**src/rtl/icx_pixel_capture.sv**
```systemverilog
// icx_pixel_capture: per-line optical-black averaging, active-window capture with black subtraction, FIFO stream out
module icx_pixel_capture #(
  parameter int DATA_W     = 12,
  parameter int OB_LOG2    = 4,
  parameter int H_FIRST    = 396,
  parameter int H_LAST     = 1091,
  parameter int V_FIRST    = 8,
  parameter int V_LAST     = 1047,
  parameter int FIFO_DEPTH = 8
) (
  input  logic              clk,
  input  logic              reset,
  input  logic [11:0]       hpos,
  input  logic [11:0]       vpos,
  input  logic              hblank,
  input  logic              cob,
  input  logic              frame_sync,
  input  logic [DATA_W-1:0] adc_data,
  output logic              m_valid,
  input  logic              m_ready,
  output logic [DATA_W-1:0] m_data,
  output logic              m_sol,
  output logic              m_sof,
  output logic [DATA_W-1:0] black_level,
  output logic              overflow
);
  localparam int AW = $clog2(FIFO_DEPTH);
  localparam int ACC_W = DATA_W + OB_LOG2;
  localparam logic [11:0] HF = 12'(H_FIRST);
  localparam logic [11:0] HL = 12'(H_LAST);
  localparam logic [11:0] VF = 12'(V_FIRST);
  localparam logic [11:0] VL = 12'(V_LAST);
  // timing-generator inputs are retimed once before any decode
  logic [11:0] hpos_r, vpos_r;
  logic hblank_r, cob_r, fs_r;
  logic [DATA_W-1:0] adc_r;
  always_ff @(posedge clk)
    if (reset) begin
      hpos_r <= '0;
      vpos_r <= '0;
      hblank_r <= 1'b0;
      cob_r <= 1'b0;
      fs_r <= 1'b0;
      adc_r <= '0;
    end else begin
      hpos_r <= hpos;
      vpos_r <= vpos;
      hblank_r <= hblank;
      cob_r <= cob;
      fs_r <= frame_sync;
      adc_r <= adc_data;
    end
  logic line_ok, cap, sol, sof;
  assign line_ok = vpos_r >= VF && vpos_r <= VL;
  assign cap = line_ok && !hblank_r && hpos_r >= HF && hpos_r <= HL;
  logic [ACC_W-1:0] acc;
  logic [OB_LOG2:0] ob_cnt;
  logic cob_d;
  // ob_cnt MSB set means exactly 2^OB_LOG2 samples were taken
  always_ff @(posedge clk)
    if (reset) begin
      acc <= '0;
      ob_cnt <= '0;
      cob_d <= 1'b0;
      black_level <= '0;
    end else begin
      cob_d <= cob_r;
      if (cob_d && !cob_r) begin
        if (ob_cnt[OB_LOG2]) black_level <= acc[ACC_W-1:OB_LOG2];
        acc <= '0;
        ob_cnt <= '0;
      end else if (cob_r && !ob_cnt[OB_LOG2]) begin
        acc <= acc + ACC_W'(adc_r);
        ob_cnt <= ob_cnt + (OB_LOG2+1)'(1);
      end
    end
  logic cap_prev, first_of_frame;
  assign sol = cap && !cap_prev;
  assign sof = cap && first_of_frame;
  always_ff @(posedge clk)
    if (reset) begin
      cap_prev <= 1'b0;
      first_of_frame <= 1'b1;
    end else begin
      cap_prev <= fs_r ? 1'b0 : cap;
      first_of_frame <= fs_r ? 1'b1 : cap ? 1'b0 : first_of_frame;
    end
  logic [DATA_W-1:0] s1_d, s2_d;
  logic s1_cap, s1_sol, s1_sof, s2_vld, s2_sol, s2_sof;
  always_ff @(posedge clk)
    if (reset) begin
      s1_d <= '0;
      s1_cap <= 1'b0;
      s1_sol <= 1'b0;
      s1_sof <= 1'b0;
      s2_d <= '0;
      s2_vld <= 1'b0;
      s2_sol <= 1'b0;
      s2_sof <= 1'b0;
    end else begin
      s1_d <= adc_r;
      s1_cap <= cap;
      s1_sol <= sol;
      s1_sof <= sof;
      s2_d <= s1_d < black_level ? '0 : s1_d - black_level;
      s2_vld <= s1_cap;
      s2_sol <= s1_sol;
      s2_sof <= s1_sof;
    end
  logic [DATA_W+1:0] mem [FIFO_DEPTH];
  logic [AW:0] wr_ptr, rd_ptr;
  logic full, pop, push;
  assign m_valid = wr_ptr != rd_ptr;
  assign full = wr_ptr[AW] != rd_ptr[AW] && wr_ptr[AW-1:0] == rd_ptr[AW-1:0];
  assign pop = m_valid && m_ready;
  assign push = s2_vld && (!full || pop);
  assign {m_sof, m_sol, m_data} = m_valid ? mem[rd_ptr[AW-1:0]] : '0;
  always_ff @(posedge clk)
    if (push) mem[wr_ptr[AW-1:0]] <= {s2_sof, s2_sol, s2_d};
  // a drop in the same cycle as frame_sync keeps overflow set
  always_ff @(posedge clk)
    if (reset) begin
      wr_ptr <= '0;
      rd_ptr <= '0;
      overflow <= 1'b0;
    end else begin
      if (push) wr_ptr <= wr_ptr + (AW+1)'(1);
      if (pop) rd_ptr <= rd_ptr + (AW+1)'(1);
      overflow <= (s2_vld && full && !pop) ? 1'b1 : fs_r ? 1'b0 : overflow;
    end
endmodule
```
**config.mk**
```make
export PLATFORM = sky130hd
export DESIGN_NAME = icx_pixel_capture
export DESIGN_NICKNAME = d
export VERILOG_FILES = /design/src/rtl/icx_pixel_capture.sv
export SDC_FILE = /design/constraint.sdc
export NUM_CORES = 1
export LEC_CHECK = 0
export ABC_AREA = 1
export ABC_CLOCK_PERIOD_IN_PS = 3200
export CAP_MARGIN = 10
export CORE_UTILIZATION = 40
export DETAILED_ROUTE_END_ITERATION = 6
export PLACE_DENSITY_LB_ADDON = 0.2
export SETUP_SLACK_MARGIN = 0.05
export SYNTH_ARGS = -nofsm -noshare
export SYNTH_HDL_FRONTEND = slang
export SYNTH_SLANG_ARGS = --single-unit
```
**constraint.sdc**
```tcl
create_clock -name clk -period 3.2 [get_ports clk]
set_input_delay 0.8 -clock clk [delete_from_list [all_inputs] [get_ports clk]]
set_output_delay 0.8 -clock clk [all_outputs]
set_load 0.02 [all_outputs]
```
* Yosys cells after proc, flatten, opt, wreduce, memory -nomap -nowiden
Memories as Yosys holds them, arrays and structs flattened. A register that Yosys moved wholly into a read port is not among the register bits.
Index checks and enable logic that the tools add are counted.
** Storage, ports and cells
- Bits in writable memories :: 112
- Logic and storage cells :: 69
- Register bits after elaboration :: 114
- Memories :: 1
- Output and inout bits :: 28
** Memory list
- mem :: words 8, bits a word 14, rd ports 1, clocked after Yosys merged registers in 1, wr ports 1, line 110 : logic [DATA_W+1:0] mem [FIFO_DEPTH];
** Cells by class
- Equal/unequal tests :: 3
- Reductions and logical operators :: 25
- Multiplexer cells :: 7
- Order comparisons :: 5
- Add/sub/neg operators :: 5
** Operators with widths (count)
- 12-bit by 11-bit less-or-equal comparator with 1-bit output (second input constant) :: 2
- 16-bit by 12-bit adder with 16-bit output :: 1
- 14-bit two-way mux :: 1
- 1-bit logical AND :: 13
- 12-bit by 4-bit >= comparator with 1-bit output (second input constant) :: 1
- 12-bit by 9-bit >= comparator with 1-bit output (second input constant) :: 1
- 12-bit less-than comparator :: 1
- 12-bit subtractor :: 1
- 4-bit by 1-bit adder with 4-bit output (second input constant) :: 2
- 1-bit zero test :: 6
- 3-bit two-way mux :: 2
- 2-bit OR reduction :: 3
- 5-bit by 1-bit adder with 5-bit output (second input constant) :: 1
- 1-bit two-way mux :: 4
- 4-bit != test :: 1
- 3-bit equality test :: 1
- 2-bit AND reduction :: 1
- 2-bit nonzero test :: 1
- 1-bit logical OR :: 1
- 1-bit != test :: 1

* Longest topological paths before layout
Gate-level depths: netlist of the first run.
- Depth after elaboration :: 7
- Depth in mapped cells :: 11
- Gate-level depth less buffers :: 11

* Worst setup path before layout of the first run
No wires, ideal clock.
- Path kind :: input port to flip-flop
- From :: input m_ready
- To :: memory mem[6][0] (netlist bit) (enable)
- Setup slack :: 720 ps
- Required time :: 2797 ps
- Path buffers :: 0
- Arrival time :: 2077 ps
- Library setup time :: 403 ps
- Stages :: 4
- Cell sequence :: nor2_2 nand2_2 nand3_2 nor3_1
** Between the ends
- Cells in the longest elaborated chain, start to end :: 5
** Ends and longest elaborated chain
- start: declaration :: line 20 : input logic m_ready,
- 1-bit logical AND :: line 115 : assign pop = m_valid && m_ready;
- 1-bit logical OR :: line 116 : assign push = s2_vld && (!full || pop);
- 1-bit logical AND :: line 116
- 1-bit two-way mux :: line 119 : if (push) mem[wr_ptr[AW-1:0]] <= {s2_sof, s2_sol, s2_d};
- 1-bit two-way mux (implied by the code) :: line 119
- end: declaration :: line 110
No other way between the ends.

* Worst setup path after layout of the first run
- From :: register rd_ptr[2]
- To :: output m_data[0]
** Between the ends
- Cells in the longest elaborated chain, start to end :: 2
** Ends and longest elaborated chain
- start: declaration :: line 111 : logic [AW:0] wr_ptr, rd_ptr;
- start signal: assignment :: line 128 : if (pop) rd_ptr <= rd_ptr + (AW+1)'(1);
- 4-bit != test :: line 113 : assign m_valid = wr_ptr != rd_ptr;
- 14-bit two-way mux :: line 117 : assign {m_sof, m_sol, m_data} = m_valid ? mem[rd_ptr[AW-1:0]] : '0;
- end: declaration :: line 21 : output logic [DATA_W-1:0] m_data,
No other way between the ends.

==> results of run 1 <==
power breakdown:
part           total (uW)  switching [uW]  internal, uW
clock                2540            1050          1490
sequential           3140            58.1          3080
combinational         718             438           280
total                6390            1540          4850
per-stage QoR:
step | utilization, % | instance area (um^2) | total power (uW) | hold WS (ns)
after floorplan | - | 9460 | 3680 | 0.368
after global placement | 45.9 | 10500 | 3930 | 0.372
after detailed placement | 45.9 | 10500 | 3940 | 0.379
after CTS | 49.1 | 11200 | 6460 | 0.381
after global routing | 49.1 | 11300 | 6680 | 0.403
final | 49.1 | 11300 | 6390 | 0.374
flip-flops by register name, indices dropped and copies added, names as in the netlist, 4 cells and up, named ones only:
register / cells
hpos_r: 10
s2_d: 12
adc_r: 12
black_level: 12
rd_ptr: 4
s1_d: 12
wr_ptr: 4
ob_cnt: 5
vpos_r: 9
mem: 112
acc: 16
path summary, 6_finish.rpt:
check | startpoint | to | slack, ns | depth (start not counted)
max | rd_ptr[2] | m_data[0] | 0.25 | 6
min | cap_prev | s1_sol | 0.37 | 1
max reg2reg | black_level[0] | s2_d[2] | 1.21 | 7
min reg2reg | cap_prev | s1_sol | 0.37 | 1
cells by family after synthesis:
logic type | share of synthesized area [%]
and+or+nand+nor | 17.2
adders and majority gates | 3.99
DFF | 59.2
buffers and inverters | 7.24
xor gates and xnor gates | 1.57
AOI/OAI and AO/OA | 10.8
cell type report:
cell class / instances / area (um^2) / area share [%]
sequential: 224 / 5610 / 49.8
inverter: 138 / 523 / 4.65
clock inverter: 9 / 42.5 / 0.378
clock buffer: 33 / 686 / 6.09
multi-input combinational: 629 / 3190 / 28.4
tap: 313 / 392 / 3.48
timing repair buffer: 83 / 808 / 7.18
cell usage after synthesis (all sizes together):
cell	number
nor2	221
inv	136
nand2	115
dfxtp	112
edfxtp	112
o21ai	108
a21oi	50
nand3	38
ha	27
buf	18
clkbuf	17
a31oi	14
o22ai	14
xor2	12
nand4	7
nor3	7
xnor2	5
or2	3
a21boi	2
clkinv	2
fa	2
nand3b	2
o21bai	1
or3	1
layer usage:
| layer | vias up | track usage (%) | share of wire (%) |
|---|---|---|---|
| met1 | 2966 | 21.5 | 47 |
| met2 | 109 | 28.9 | 48 |
| met3 | 27 | 2.47 | 3.8 |
| met4 | 0 | 3.73 | 1.7 |
| li1 | 3511 | - | - |
| met5 | - | 0 | 0 |
critical path: stages (launching register included):
cell and delay (ns):
dfxtp_1 0.41, xor2_1 0.19, nor2_2 0.08, nand2_4 0.20
o21ai_0 0.13, a31oi_1 0.25, dlygate4sd2_1 0.37
timing repair:
action	in CTS	in global routing
hold endpoints to repair	0	0
setup endpoints to repair	14	3
resized for setup	18	3
gates cloned	0	0
==> flow_metrics.env, run 1 <==
export IMPL_fmaxAchievable_mhz=339
export IMPL_p_leak_uw=0.00468
export IMPL_n_antenna_cell=0
export IMPL_rsz0062_at_grt="false"
export IMPL_cts_buffer_depth=3
export IMPL_via_per_inst=4.63
export IMPL_grt_antenna_before_repair=0
export IMPL_fin_ws_ns=0.247
export IMPL_fin_nets=1172
export IMPL_n_fill_cell=2127
export IMPL_dp_hpwl_um=12700
export IMPL_grt_pass1_wl_um=31800
export IMPL_drc=0
export IMPL_synth_avg_cell_area_um2=9.22
export IMPL_min_path_type="reg2reg"
export IMPL_hold_viol=0
export IMPL_ctsHtreeMaxLevel=1
export IMPL_area_growth_pct=18.9
export IMPL_instances_no_fill=1429
export IMPL_first_iter_violations=313
export IMPL_slew_violations=0
export IMPL_die_area_um2=24300
export IMPL_vias=6613
export IMPL_ys_types=37
export IMPL_synth_area_top_cells="edfxtp_1, dfxtp_1, nor2_1, o21ai_0, inv_1"
export IMPL_hold_buffers=0
export IMPL_preCtsSetupSlack_ns=0.354
export IMPL_cp_start_kind="flop"
export IMPL_slew_headroom_pct=49.7
export IMPL_routabilityCongestion=0.806
export IMPL_dieWidth_um=156
export IMPL_syn_inst=1026
export IMPL_core_um2=22900
export IMPL_grt_pass1_vias=6404
export IMPL_cts_tree="done"
export IMPL_crit_arrival_ns=2.15
export IMPL_gr_usage_all_layers_pct=16.5
export IMPL_clkSinkCount=224
export IMPL_grt_max_degree=36
export IMPL_tightest_slew_ns=0.753
export IMPL_worstSkewPairLatency_ns=0.51
export IMPL_cts_post_setup_buffers_inserted=0
export IMPL_timing_final_crit_period_ns=2.95
export IMPL_final_setup_viol_count=0
export IMPL_worstSetupPathType="reg2out"
export IMPL_synth_top_area_share_pct=35.5
export IMPL_post_route_period_util_pct=92.3
export IMPL_fin_setup_tns_ns=0
export IMPL_worstSetupEndpointType="primary output"
export IMPL_dp_cells=1387
export IMPL_syn_area_um2=9460
export IMPL_clk_pin_slew_worst_paths_ns=0.06
export IMPL_wirelength_um=19100
export IMPL_cp_max_fo=16
export IMPL_mostFrequentLayoutCells="nor2_1, inv_1, edfxtp_1, dfxtp_1, nand2_1"
export IMPL_cts_buffers=25
export IMPL_start_util_pct=41.3
export IMPL_finClkSkew_ns=0.0124
export IMPL_yosysTopAreaCell="edfxtp_1"
export IMPL_final_common_cell="nor2_1"
export IMPL_ys_seq_elements=224
export IMPL_drv_cap=0
export IMPL_io_pins=70
export IMPL_fp_dieH_um=156
export IMPL_powerDensity_nw_per_um2=568
export IMPL_dr_pass1_iters=4
export IMPL_gr_total_overflow=0
export IMPL_irDropWorstVdd_v=0.000346
export IMPL_seq_area_frac_synth_pct=59.2
export IMPL_synthesis_nets=1097
export IMPL_drive_above_1_share_pct=7.35
export IMPL_cts_root_buf="clkbuf_16"
export IMPL_wl_per_cell_um=13.4
export IMPL_postRouteAntennaNets=0
export IMPL_synth_warnings=0
export IMPL_io_buffers=64
export IMPL_status="completed"
export IMPL_placement_rows=55
export IMPL_worstPathRequired_ns=2.40
Note: power is estimated with default switching activity, not from simulation.
==> run 2: changes to the inputs <==
Settings changed: CORE_UTILIZATION 40 to 39.
==> run 2 against run 1 <==
Design area up 0.67%. Critical path depth up 1. Critical path type unchanged. First-iteration DRC count up 8.6%. Die area up 2.5%. Sequential share of layout area down 0.30 points. Clock skew up 0.0051 ns. Largest cell class unchanged.
==> flow_metrics.env, run 2 (same netlist as run 1, synthesis figures left out) <==
export IMPL_final_common_cell="nor2_1"
export IMPL_dp_hpwl_um=13200
export IMPL_cts_buffers=24
export IMPL_wl_met1_um=8980
export IMPL_crit_arrival_ns=2.18
export IMPL_placement_rows=56
export IMPL_drv_cap=0
export IMPL_worstSkewPairLatency_ns=0.52
export IMPL_cp_cell_sequence="clkinv_1 -> buf_6 -> o21ai_0 -> o22ai_1 -> o21ai_0 -> a31oi_1 -> dlygate4sd2_1"
export IMPL_clkSinkCount=224
export IMPL_irDropWorstVdd_v=0.000428
export IMPL_status="completed"
export IMPL_n_antenna_cell=0
export IMPL_first_iter_violations=340
export IMPL_finClkSkew_ns=0.0175
export IMPL_grt_pass1_wl_um=32100
export IMPL_gr_usage_all_layers_pct=16.5
export IMPL_dieWidth_um=158
export IMPL_r2r_start="black_level[0]"
export IMPL_core_um2=23600
export IMPL_dr_pass1_iters=4
export IMPL_slew_violations=0
export IMPL_io_pins=70
export IMPL_dp_cells=1395
export IMPL_wl_per_cell_um=13.8
export IMPL_wl_met3_um=626
export IMPL_mostFrequentLayoutCells="nor2_1, inv_1, edfxtp_1, nand2_1, dfxtp_1"
export IMPL_cpMostUsedCell="o21ai_0"
export IMPL_routabilityCongestion=0.851
export IMPL_grt_antenna_before_repair=0
export IMPL_worstPathRequired_ns=2.40
export IMPL_grt_max_degree=36
export IMPL_n_fill_cell=2273
export IMPL_io_buffers=64
export IMPL_slowest_delay_ns=0.38
export IMPL_holdPathEnd="s1_sol"
export IMPL_fmaxAchievable_mhz=336
export IMPL_fin_nets=1178
export IMPL_hold_path_depth=1
export IMPL_wirelength_um=19800
export IMPL_grt_pass1_vias=6336
export IMPL_instances_no_fill=1442
export IMPL_largest_register_ff_count=112
export IMPL_start_util_pct=40.1
export IMPL_p_leak_uw=0.00469
export IMPL_critPathTopFamily="buffers and inverters"
export IMPL_wl_met2_um=9760
export IMPL_via_per_inst=4.69
export IMPL_hold_viol=0
export IMPL_worstSetupPathType="reg2out"
export IMPL_final_setup_viol_count=0
export IMPL_highest_layer="met4"
export IMPL_cp_max_fo=28
export IMPL_area_growth_pct=19.7
export IMPL_gr_total_overflow=0
export IMPL_worstSetupEndpointType="primary output"
export IMPL_cp_slowest_cell="dlygate4sd2_1"
export IMPL_die_area_um2=24900
export IMPL_fin_setup_tns_ns=0
export IMPL_fin_area_um2=11300
export IMPL_post_route_period_util_pct=93.0
export IMPL_min_path_type="reg2reg"
export IMPL_drive_above_1_share_pct=8.19
export IMPL_postRouteAntennaNets=0
export IMPL_cts_buffer_depth=3
export IMPL_placed_cell_area_um2=10500
export IMPL_tightest_slew_ns=0.837
export IMPL_worstRegToRegCells=7
export IMPL_cp_start_kind="flop"
export IMPL_vias=6764
export IMPL_total_power_uw=6470
export IMPL_r2r_end="s2_d[2]"
export IMPL_drc=0
export IMPL_clk_pin_slew_worst_paths_ns=0.06
export IMPL_rsz0062_at_grt="false"
export IMPL_hold_start="cap_prev"
export IMPL_ctsHtreeMaxLevel=1
export IMPL_timing_final_crit_period_ns=2.98
export IMPL_r2r_slack_ns=1.18
export IMPL_cts_tree="done"
export IMPL_cts_root_buf="clkbuf_16"
export IMPL_powerDensity_nw_per_um2=571
export IMPL_crit_buf_inv=3
export IMPL_slew_headroom_pct=44.0
export IMPL_fp_dieH_um=158
run 2: layout make-up:
type                       count  area [um^2]  area share [%]
inverter                     138          520            4.60
clock buffer                  35          702            6.20
clock inverter                 7         42.5           0.376
sequential                   224         5610            49.5
timing repair buffer          90          858            7.58
multi-input combinational    629         3190            28.2
tap                          319          399            3.52
run 2: where the power goes:
part / internal, uW / switching [uW] / total, uW
clock network: 1510 / 1060 / 2580
logic: 309 / 451 / 760
registers: 3080 / 56.5 / 3140
total: 4900 / 1570 / 6470
run 2: worst register-to-register path, cell delays in order (launching register included):
cell	delay, ns
dfxtp_1	0.34
ha_1	0.24
fa_1	0.46
o21ai_2	0.24
nand4_1	0.10
nand3_1	0.09
nand2_2	0.19
a21oi_1	0.28
run 2: metrics by stage:
step | util, % | hold WS (ns) | setup WS, ns
4_1_cts | 47.9 | 0.384 | 0.137
6_report | 48.0 | 0.382 | 0.224
5_1_grt | 48.0 | 0.399 | 0.0818
3_3_place_gp | 44.6 | 0.375 | 0.369
2_1_floorplan | - | 0.368 | 0.720
3_5_place_dp | 44.6 | 0.374 | 0.347
run 2: routing by layer:
metal / GRT usage, % / up-vias
met3: 2.46 / 29
met4: 4.16 / 0
met5: 0 / -
li1: - / 3531
met2: 29.1 / 112
met1: 21.1 / 3092
run 2: worst max-delay path by stage:
stage                     cells after the start  slack (ns)         end
after global placement                        7        0.37  m_data[10]
after detailed placement                      7        0.35  m_data[11]
final                                         7        0.22  m_data[10]
after floorplan                               4        0.72   mem[6][0]
after global routing                          6        0.08     m_valid
after CTS                                     6        0.14     m_valid
run 2: repair_timing:
item | CTS | global route
hold buffers | 0 | 0
buffers inserted | 5 | 0
pin swaps | 1 | 0
endpoints found under the hold margin | 0 | 0
gates resized for setup | 18 | 3
setup endpoints to repair | 14 | 4
==> run 3: changes to the inputs <==
Settings changed: MAX_ROUTING_LAYER set to met4.
==> run 3 against run 2 <==
Fmax down 1.7%. Combinational power down 2%. Setup slack worse by 0.050 ns. Final cell count down 0.14%. Die area unchanged. Via count down 0.10%. Flip-flop and latch count unchanged.
==> flow_metrics.env, run 3 (same netlist as run 1, synthesis figures left out) <==
export IMPL_status="completed"
export IMPL_crit_arrival_ns=2.23
export IMPL_finClkSkew_ns=0.0116
export IMPL_timing_final_crit_period_ns=3.03
export IMPL_clk_pin_slew_worst_paths_ns=0.06
export IMPL_final_common_cell="nor2_1"
export IMPL_via_per_inst=4.69
export IMPL_switching_share_pct=23.6
export IMPL_drv_cap=0
export IMPL_slew_violations=0
export IMPL_multi_input_area_um2=3190
export IMPL_fin_util_pct=47.9
export IMPL_wl_per_cell_um=13.8
export IMPL_dp_hpwl_um=13400
export IMPL_io_buffers=64
export IMPL_drive_above_1_share_pct=7.49
export IMPL_core_um2=23600
export IMPL_cp_max_fo=21
export IMPL_start_util_pct=40.1
export IMPL_routabilityCongestion=0.874
export IMPL_cts_buffers=24
export IMPL_combPwrFrac_pct=11.4
export IMPL_regArea_um2=5610
export IMPL_slew_headroom_pct=45.1
export IMPL_mostFrequentLayoutCells="nor2_1, inv_1, dfxtp_1, edfxtp_1, nand2_1"
export IMPL_worstSkewPairLatency_ns=0.51
export IMPL_area_growth_pct=19.6
export IMPL_rsz0062_at_grt="false"
export IMPL_gr_total_overflow=0
export IMPL_gr_usage_all_layers_pct=17.0
export IMPL_first_iter_violations=410
export IMPL_die_area_um2=24900
export IMPL_dr_pass1_iters=5
export IMPL_vias=6757
export IMPL_irDropWorstVdd_v=0.000332
export IMPL_fin_setup_tns_ns=0
export IMPL_cts_buffer_depth=3
export IMPL_r2r_start="black_level[0]"
export IMPL_grt_max_degree=32
export IMPL_worstPathRequired_ns=2.40
export IMPL_power_switching_uw=1550
export IMPL_fmaxAchievable_mhz=330
export IMPL_worstSetupEndpointType="primary output"
export IMPL_cp_start_kind="flop"
export IMPL_clkPwrFrac_pct=40.9
export IMPL_hold_start="cap_prev"
export IMPL_fin_nets=1177
export IMPL_drc=0
export IMPL_min_path_type="reg2reg"
export IMPL_grt_pass1_wl_um=32200
export IMPL_wirelength_um=19900
export IMPL_grt_antenna_before_repair=0
export IMPL_io_pins=70
export IMPL_postRouteAntennaNets=0
export IMPL_final_setup_viol_count=0
export IMPL_cts_root_buf="clkbuf_16"
export IMPL_dieWidth_um=158
export IMPL_p_leak_uw=0.00471
export IMPL_worstSetupPathType="reg2out"
export IMPL_clkSinkCount=224
export IMPL_n_antenna_cell=0
export IMPL_n_fill_cell=2292
export IMPL_powerDensity_nw_per_um2=580
export IMPL_ctsHtreeMaxLevel=1
export IMPL_largest_register_ff_count=112
export IMPL_tightest_slew_ns=0.821
export IMPL_power_internal_uw=5020
export IMPL_post_route_period_util_pct=94.6
export IMPL_grt_pass1_vias=6282
export IMPL_fp_dieH_um=158
export IMPL_hold_viol=0
export IMPL_hold_buffers=0
export IMPL_cts_tree="done"
export IMPL_placement_rows=56
export IMPL_p_seq_share_pct=47.8
## run 3: worst paths after layout
path               end  slack [ns]  cells past startpoint
max          m_data[0]        0.17                      6
max reg2reg    s2_d[2]        1.21                      7
min reg2reg     s1_sol        0.38                      1
min             s1_sol        0.38                      1
## run 3: power groups by stage
| stage | Combinational (uW) | Sequential [uW] | Clock, uW |
|---|---|---|---|
| after global placement | 750 | 3190 | 0 |
| after detailed placement | 758 | 3200 | 0 |
| after floorplan | 506 | 3180 | 0 |
| after CTS | 757 | 3140 | 2760 |
| final | 746 | 3140 | 2690 |
| after global routing | 842 | 3140 | 2890 |
## run 3: layout make-up
class	count	share of cell area (%)
clock buffers	34	5.73
clock inverters	7	1.06
inverters	138	4.60
multi-input cells	629	28.2
flip-flops and latches	224	49.5
well taps	319	3.53
repair buffers	89	7.36
## run 3: critical path: stages (launching register included)
cell and delay [ns]:
dfxtp_1 0.43, buf_4 0.30, o21ai_0 0.13, o22ai_1 0.15, o21ai_0 0.10, a31oi_1 0.23, dlygate4sd2_1 0.37
## run 3: what timing repair did
item,CTS,global route
pin swaps,1,0
gates cloned,0,0
gates resized for setup,15,2
setup endpoints to repair,14,2
buffers inserted,3,0
## run 3: metrics by stage
stage	worst slack, ns	hold slack (ns)	instances	cell area (um^2)	power, uW
floorplan	0.720	0.368	1026	9460	3680
global placement	0.433	0.376	1396	10500	3940
detailed placement	0.418	0.371	1396	10500	3950
CTS	0.0528	0.383	1440	11300	6660
global route	0.0574	0.420	1440	11300	6870
finish	0.174	0.381	1440	11300	6570
## run 3: metal layers
metal  vias up  global-route usage (%)  wire length [um]
met1      3075                    20.4              8980
met3        39                    2.76               716
met5         -                       -                 0
li1       3534                       -                 -
met2       109                    29.5              9760
met4         0                    4.67               477
